<file path="config.mk">
export PLATFORM = sky130hd
export DESIGN_NAME = uart_echo_top_flat
export DESIGN_NICKNAME = d
export VERILOG_FILES = /design/src/rtl/uart_echo_if.sv /design/src/rtl/uart_echo_top.sv /design/src/flat_wrapper.sv
export SDC_FILE = /design/constraint.sdc
export NUM_CORES = 1
export LEC_CHECK = 0
export ABC_AREA = 1
export BUFFER_PORTS_ARGS = -buffer_cell sky130_fd_sc_hd__clkbuf_2
export CAP_MARGIN = 40
export CORE_ASPECT_RATIO = 1.75
export CORE_MARGIN = 4
export CORE_UTILIZATION = 51
export CTS_CLUSTER_DIAMETER = 30
export DETAILED_ROUTE_END_ITERATION = 16
export GPL_ROUTABILITY_DRIVEN = 0
export PLACE_DENSITY = 0.7
export REMOVE_ABC_BUFFERS = 1
export SETUP_SLACK_MARGIN = 0.2
export SLEW_MARGIN = 15
export SYNTH_ARGS = -nofsm -noshare
export SYNTH_HDL_FRONTEND = slang
export SYNTH_SLANG_ARGS = --single-unit
</file>
<file path="constraint.sdc">
create_clock -name clk -period 3.6 [get_ports clk]
set_clock_uncertainty 0.2 [all_clocks]
set_input_delay 1.08 -clock clk [delete_from_list [all_inputs] [get_ports clk]]
set_output_delay 1.08 -clock clk [all_outputs]
set_load 0.03 [all_outputs]
</file>
<file path="src/rtl/uart_echo_if.sv">
// rtl/uart_echo_if.sv - board pin bundle (switches, LEDs, UART lines) for uart_echo_top
interface uart_echo_if;
  logic [15:0] SW;
  logic        UART_TXD_IN;
  logic        UART_RXD_OUT;
  logic [15:0] LED;

  modport master (output SW, output UART_TXD_IN, input UART_RXD_OUT, input LED);
  modport slave  (input SW, input UART_TXD_IN, output UART_RXD_OUT, output LED);
endinterface

</file>
<file path="src/rtl/uart_echo_top.sv">
// rtl/uart_echo_top.sv - 8N1 UART receive/echo top with 1-byte pending buffer and sticky status LEDs
// Optional UARTRTX_RXCOUNT_EN: LED[13:8] counts valid received bytes mod 64.
module uart_echo_top #(
  parameter int CLK_HZ = 100_000_000,
  parameter int BAUD   = 115200
) (
  input  logic       clk,
  input  logic       rst,
  uart_echo_if.slave pins
);
  localparam int CLKS_PER_BIT = CLK_HZ / BAUD;
  localparam int CW           = $clog2(CLKS_PER_BIT);
  localparam logic [CW-1:0] BIT_LAST  = CW'(CLKS_PER_BIT - 1);
  localparam logic [CW-1:0] HALF_LAST = CW'(CLKS_PER_BIT / 2 - 1);

  typedef enum logic [1:0] {S_IDLE, S_START, S_DATA, S_STOP} state_t;

  logic          rx_meta, rx_sync;
  state_t        rx_state;
  logic [CW-1:0] rx_cnt;
  logic [2:0]    rx_bit;
  logic [7:0]    rx_shift, rx_byte;
  logic          rx_valid, ferr;

  state_t        tx_state;
  logic [CW-1:0] tx_cnt;
  logic [2:0]    tx_bit;
  logic [7:0]    tx_shift, pend_byte;
  logic          txd, pend_full, ovf;
  logic          tx_free;
  logic [7:0]    new_byte;
  logic          sw_unused;

  always_ff @(posedge clk or posedge rst) begin
    if (rst) begin
      rx_meta <= 1'b1;
      rx_sync <= 1'b1;
    end else begin
      rx_meta <= pins.UART_TXD_IN;
      rx_sync <= rx_meta;
    end
  end

  always_ff @(posedge clk or posedge rst) begin
    if (rst) begin
      rx_state <= S_IDLE;
      rx_cnt   <= '0;
      rx_bit   <= '0;
      rx_shift <= '0;
      rx_byte  <= '0;
      rx_valid <= 1'b0;
      ferr     <= 1'b0;
    end else begin
      rx_valid <= 1'b0;
      case (rx_state)
        S_IDLE: begin
          rx_cnt <= '0;
          if (!rx_sync) rx_state <= S_START;
        end
        S_START: begin
          if (rx_cnt == HALF_LAST) begin
            // a start bit that is high again at mid-bit was a glitch
            rx_cnt   <= '0;
            rx_bit   <= '0;
            rx_state <= rx_sync ? S_IDLE : S_DATA;
          end else rx_cnt <= rx_cnt + CW'(1);
        end
        S_DATA: begin
          if (rx_cnt == BIT_LAST) begin
            rx_cnt   <= '0;
            rx_shift <= {rx_sync, rx_shift[7:1]};
            rx_bit   <= rx_bit + 3'd1;
            if (rx_bit == 3'd7) rx_state <= S_STOP;
          end else rx_cnt <= rx_cnt + CW'(1);
        end
        S_STOP: begin
          if (rx_cnt == BIT_LAST) begin
            rx_cnt   <= '0;
            rx_state <= S_IDLE;
            if (rx_sync) begin
              rx_valid <= 1'b1;
              rx_byte  <= rx_shift;
            end else ferr <= 1'b1;
          end else rx_cnt <= rx_cnt + CW'(1);
        end
        default: rx_state <= S_IDLE;
      endcase
    end
  end

  // last cycle of the stop bit counts as free so a waiting byte follows with no idle gap
  assign tx_free  = (tx_state == S_IDLE) || (tx_state == S_STOP && tx_cnt == BIT_LAST);
  assign new_byte = pins.SW[15] ? pins.SW[7:0] : rx_byte;

  always_ff @(posedge clk or posedge rst) begin
    if (rst) begin
      tx_state  <= S_IDLE;
      tx_cnt    <= '0;
      tx_bit    <= '0;
      tx_shift  <= '0;
      txd       <= 1'b1;
      pend_full <= 1'b0;
      pend_byte <= '0;
      ovf       <= 1'b0;
    end else begin
      case (tx_state)
        S_START: txd <= 1'b0;
        S_DATA:  txd <= tx_shift[0];
        default: txd <= 1'b1;
      endcase
      if (tx_free) begin
        tx_cnt <= '0;
        if (pend_full) begin
          tx_shift  <= pend_byte;
          tx_state  <= S_START;
          pend_full <= rx_valid;
          if (rx_valid) pend_byte <= new_byte;
        end else if (rx_valid) begin
          tx_shift <= new_byte;
          tx_state <= S_START;
        end else tx_state <= S_IDLE;
      end else begin
        if (rx_valid) begin
          if (!pend_full) begin
            pend_full <= 1'b1;
            pend_byte <= new_byte;
          end else ovf <= 1'b1;
        end
        if (tx_cnt == BIT_LAST) begin
          tx_cnt <= '0;
          case (tx_state)
            S_START: begin
              tx_bit   <= '0;
              tx_state <= S_DATA;
            end
            S_DATA: begin
              tx_shift <= {1'b0, tx_shift[7:1]};
              tx_bit   <= tx_bit + 3'd1;
              if (tx_bit == 3'd7) tx_state <= S_STOP;
            end
            default: tx_state <= S_IDLE;
          endcase
        end else tx_cnt <= tx_cnt + CW'(1);
      end
    end
  end

  assign sw_unused         = ^pins.SW[14:8];
  assign pins.UART_RXD_OUT = txd;

`ifdef UARTRTX_RXCOUNT_EN
  logic [5:0] rx_count;

  always_ff @(posedge clk or posedge rst) begin
    if (rst) rx_count <= '0;
    else if (rx_valid) rx_count <= rx_count + 6'd1;
  end

  assign pins.LED = {ferr, ovf, rx_count, rx_byte};
`else
  assign pins.LED = {ferr, ovf, 6'd0, rx_byte};
`endif
endmodule

</file>
<file path="src/flat_wrapper.sv">
// flat-port wrapper written by rule: the top's interface ports become plain ports
module uart_echo_top_flat 
#(
  parameter int CLK_HZ = 100_000_000,
  parameter int BAUD   = 115200
)
  (clk, rst, pins_SW, pins_UART_TXD_IN, pins_UART_RXD_OUT, pins_LED);
  uart_echo_if pins_i ();
  input  logic clk;
  input  logic rst;
  input wire logic [$bits(pins_i.SW)-1:0] pins_SW;
  input wire logic [$bits(pins_i.UART_TXD_IN)-1:0] pins_UART_TXD_IN;
  output wire logic [$bits(pins_i.UART_RXD_OUT)-1:0] pins_UART_RXD_OUT;
  output wire logic [$bits(pins_i.LED)-1:0] pins_LED;
  assign pins_i.SW = pins_SW;
  assign pins_i.UART_TXD_IN = pins_UART_TXD_IN;
  assign pins_UART_RXD_OUT = pins_i.UART_RXD_OUT;
  assign pins_LED = pins_i.LED;
  uart_echo_top #(.CLK_HZ(CLK_HZ), .BAUD(BAUD)) u_core (.clk(clk), .rst(rst), .pins(pins_i));
endmodule
</file>
==> After elaboration in Yosys (flattened, before gate mapping) <==
Cells that the tools add are included.
{ "word_totals": {"ram_bits": 0, "regBits": 69, "mem_bits_ro": 0, "latch_bits": 0, "output_inout_bits": 17, "elab_cells": 103, "input_bits": 19, "n_memories": 0} }
{ "classes": {"n_addsub": 4, "n_eq_ne": 21, "reduce_logical": 20, "order_cmp": 0, "n_mux": 39, "shift": 0, "bitwise_logic": 2, "div_mod_pow": 0, "mul": 0} }
{ "ops": {"columns": ["operator", "count"], "rows": [
  ["8-bit 2-to-1 mux", 10],
  ["10-bit 2-to-1 mux", 4],
  ["10-bit case mux with 3 select lines", 1],
  ["10-bit by 1-bit adder with 10-bit output (second input constant)", 2],
  ["10-bit == test (second input constant)", 2],
  ["2-bit 2-to-1 mux", 10],
  ["3-bit AND reduction", 6],
  ["2-bit by 1-bit != test with 1-bit output (second input constant)", 6],
  ["3-bit case mux with 2 select lines", 2],
  ["10-bit by 9-bit == test with 1-bit output (second input constant)", 1],
  ["2-bit nonzero test", 5],
  ["2-bit == test (second input constant)", 4],
  ["2-bit case mux with 4 select lines", 1],
  ["1-bit 2-to-1 mux", 7],
  ["3-bit by 1-bit adder with 3-bit output (second input constant)", 2],
  ["3-bit == test (second input constant)", 2],
  ["3-bit 2-to-1 mux", 2],
  ["3-bit by 1-bit != test with 1-bit output (second input constant)", 2],
  ["5-bit AND reduction", 1],
  ["2-bit by 1-bit == test with 1-bit output (second input constant)", 2],
  ["2-bit logical NOT", 2],
  ["2-bit != test (second input constant)", 2],
  ["2-bit case mux with 2 select lines", 1],
  ["2-bit AND reduction", 2],
  ["6 further kinds", 7]
]} }

==> Longest topological paths before layout <==
{ "depth": {"depth_word": 5, "ltp_mapped": 10, "depth_no_buf": 10} }

==> Least setup slack after synthesis <==
OpenSTA, ideal clock, no wires.
{ "synth_path": {"path_kind": "in2reg", "start": "input pins_SW[15]", "end": "register u_core.tx_shift[7]", "required_time_ns": 3.335, "path_stages": 6, "arrival_time_ns": 1.721, "path_buffers": 1, "setup_ns": 0.065, "setup_slack_ns": 1.614, "path_cell_list": "buf_2 > o21ai_0 > mux2i_1 > nor2_2 > nand2_1 > nand2_1"} }
{ "synth_between": {"elab_chain_len": 4} }
{ "synth_lines": {"columns": ["item", "line", "rtl"], "rows": [
  ["start, declared", "flat_wrapper.sv:11", "input wire logic [$bits(pins_i.SW)-1:0] pins_SW;"],
  ["8-bit 2-to-1 mux", "uart_echo_top.sv:93", "assign new_byte = pins.SW[15] ? pins.SW[7:0] : rx_byte;"],
  ["8-bit 2-to-1 mux", "uart_echo_top.sv:118", "end else if (rx_valid) begin"],
  ["8-bit 2-to-1 mux", "uart_echo_top.sv:113", "if (pend_full) begin"],
  ["8-bit 2-to-1 mux", "uart_echo_top.sv:111", "if (tx_free) begin"],
  ["end signal, assigned", "uart_echo_top.sv:114", "tx_shift <= pend_byte;"],
  ["end signal, assigned", "uart_echo_top.sv:119", "tx_shift <= new_byte;"],
  ["end signal, assigned", "uart_echo_top.sv:137", "tx_shift <= {1'b0, tx_shift[7:1]};"],
  ["end, declared", "uart_echo_top.sv:28", "logic [7:0] tx_shift, pend_byte;"]
]} }
No other way between the ends. The select of a mux whose other input is x is not followed.
A chain may end at the register's enable or synchronous reset.

==> Worst setup path in the final report <==
{ "layout_path": {"start": "register u_core.txd, in the netlist u_core.pins.UART_RXD_OUT", "end": "output pins_UART_RXD_OUT"} }
{ "layout_rtl": {"columns": ["item", "line", "rtl"], "rows": [
  ["start, declared", "uart_echo_top.sv:29", "logic txd, pend_full, ovf;"],
  ["start signal, assigned", "uart_echo_top.sv:108", "S_DATA: txd <= tx_shift[0];"],
  ["end, declared", "flat_wrapper.sv:13", "output wire logic [$bits(pins_i.UART_RXD_OUT)-1:0] pins_UART_RXD_OUT;"]
]} }
No word-level cell between the ends.

==> impl_metrics.yaml <==
placement:
  hpwl_um: 5230
  numPortBuffers: 22
global_route:
  grt_pass1_wl_um: 12200
  grt_max_degree: 25
  grt.busiest_layer: "met2"
  use_met2_pct: 32.8
  met3_usage_pct: 4.02
  use_met1_pct: 18.1
  grt_pass1_vias: 2780
  grt_overflow: 0
  grt_usage_pct: 17.8
  antenna_found_initial: 0
worst_setup_path:
  cp_num_buf_inv: 1
  slowest_stage: "dfstp_2"
  crit_chain: "clkbuf_2"
  crit_path_start_kind: "flop"
  path_class: "reg2out"
  cp_data_arrival_time_ps: 1040
  end_kind: "output port"
  path_delay_family: "flip-flops"
  cpPeakStageDelay_ps: 510
  worst_ep_required_time_ps: 2320
  critPathMaxFanout: 1
clocking:
  cts_hold_buf: 0
  h-tree-depth: 3
  cts_setup_buffers: 0
  clk_latency_ps: 330
  clk_pin_slew_worst_paths_ps: 60
  clockRootBuffer: "clkbuf_16"
  cts_buffer_depth: 2
  cts_tree: "done"
  clock_sinks: 69
  ctsResizeCount: 0
  cts_buffers: 9
logic_synthesis:
  synth_area_mm2: 0.00366
  synth_enable_flop_cells: 0
  yosys.area_share.simple_pct: 31.6
  synth_fa_ha_area_share_pct: 3.76
  ys_types: 39
  synth_async_sr_flop_share_pct: 100
  synth_area_per_cell_um2: 8.31
  synthDominantCellAreaShare_pct: 45.1
  synth_seq_area_share_pct: 47.2
  synth-seq-cells: 69
  yosys_most_used_dff: "dfrtp_1"
  synth_compound_area_share_pct: 7.17
  netlist_instances: 441
  yosys.area.top_type: "dfrtp_1"
  synth_top_cells_by_area: "dfrtp_1, nand2_1, nand3_1"
  synth_top_family_by_area: "simple AND/OR/NAND/NOR gates"
  yosys_warnings: 0
  synth-xor-area-share_pct: 1.20
  synth_mux_area_share_pct: 0.273
timing:
  max_freq_ghz: 0.432
  setup_violations: 0
  tns_ps: 0
  min_period_ps: 2320
  period_share_pct: 64.4
  worst_slew_pin_slew_ps: 569
  rsz0062_at_grt: "no"
  hold_viol_final: 0
  relSlewSlack_pct: 62.0
  maxSlewViolCount: 0
floorplan:
  initial_utilization_pct: 53.0
  die-height_um: 120
  die-area_mm2: 0.00866
  coreArea_mm2: 0.00691
  rows: 40
  ioPinCount: 36
  dieWidth_um: 72.1
cells_and_area:
  antenna_cells: 0
  fin_nets: 494
  multi_input_area_mm2: 0.00164
  regArea_mm2: 0.00173
  drive_gt1_share_pct: 17.5
  area_growth_syn_to_layout_pct: 11.1
  fillers: 660
worst_hold_path:
  hold_path_class: "reg2reg"
run:
  drv_cap: 0
drt:
  first_pass_iters: 4
  routedWlPerCell_um: 12.7
  drtAntennaViolNets: 0
  drc: 0
  viasPerCell: 5.04
  routed-via-count: 2789
  wl_um: 7010
  drtIter0Drc: 102
power_and_ir_drop:
  leakage_nw: 1.97
  powerDensity_mw_per_mm2: 407
  power_mw: 1.66
  vdd_drop_max_mv: 0.333
outcome:
  outcome: "finished, final reports clean"
area by class of cell:
| class | count | area share [%] |
|---|---|---|
| clock buffer | 11 | 6.21 |
| clock inverter | 5 | 0.830 |
| inverter | 47 | 4.40 |
| multi-input combinational | 312 | 40.2 |
| sequential | 69 | 42.5 |
| tap | 84 | 2.58 |
| timing repair buffer | 25 | 3.26 |
placed cells by master, fill, tap and decap left out, drive strengths merged:
cell type,count
clkinv,2
xnor2,1
nand3b,1
buf,3
nor4,1
mux2i,1
dfstp,3
nor3b,2
nand4,7
ha,11
dfrtp,66
a21oi,5
a21boi,1
conb,6
nand2,143
or2,2
inv,48
nor2,39
o31ai,1
clkbuf,33
nor3,10
o21ai,34
xor2,4
o21a,1
clkinvlp,2
o21bai,2
nand3,40
cells in the mapped netlist (all sizes together) (4+ instances only):
cell type and instances:
nand3 40, nor2 39, nand2 143, dfrtp 66, xor2 4, o21ai 34, a21oi 5, nand4 7
nor3 10, inv 47, buf 17, ha 11
path summary, 6_finish.rpt:
kind / startpoint / end / slack [ps] / cells after the start
worst max-delay path: u_core.pins.UART_RXD_OUT / pins_UART_RXD_OUT / 1280 / 1
worst min-delay path: u_core.rx_meta / u_core.rx_sync / 160 / 0
worst max register to register: u_core.tx_state[0] / u_core.tx_shift[1] / 1510 / 8
worst min register to register: u_core.rx_meta / u_core.rx_sync / 160 / 0
max in group asynchronous: rst / u_core.rx_meta / 1940 / 3
min in group asynchronous: rst / u_core.tx_cnt[3] / 560 / 2
flip-flops by register name, indices dropped and copies added (netlist names), 2 cells and up, named ones only:
register	flops
u_core.rx_byte	8
u_core.rx_bit	3
u_core.tx_cnt	10
u_core.tx_bit	3
u_core.rx_shift	8
u_core.pend_byte	8
u_core.tx_state	2
u_core.tx_shift	8
u_core.rx_cnt	10
metal layers:
metal	share of wire (%)	wire length [µm]
met4	1.8	125
met5	0	0
met1	40	2800
met2	56	3920
met3	2.5	172
power by group:
part | internal [mW] | switching, mW
Sequential | 0.778 | 0.00161
Combinational | 0.0115 | 0.0356
Clock | 0.503 | 0.327
kinds of logic (layout without fill, tap and decap cells):
kind of cell,Yosys count,count (layout)
mux,1,1
compound gates,44,44
xor+xnor,5,5
simple gates,245,245
flops,69,69
fa+ha+maj,11,11
buf+inv,65,88
other cells,1,6
per-stage QoR:
stage | cell area (µm²) | setup WS, ps | hold WS, ps | cells | util, %
after floorplan | 3540 | 585 | 145 | 428 | -
after global placement | 3780 | 1350 | 150 | 537 | 54.8
after detailed placement | 3780 | 1300 | 151 | 537 | 54.8
after CTS | 4070 | 1260 | 162 | 553 | 58.9
after global routing | 4070 | 1250 | 162 | 553 | 58.9
final | 4070 | 1280 | 161 | 553 | 58.9
Note: power is estimated with default switching activity, not from simulation.
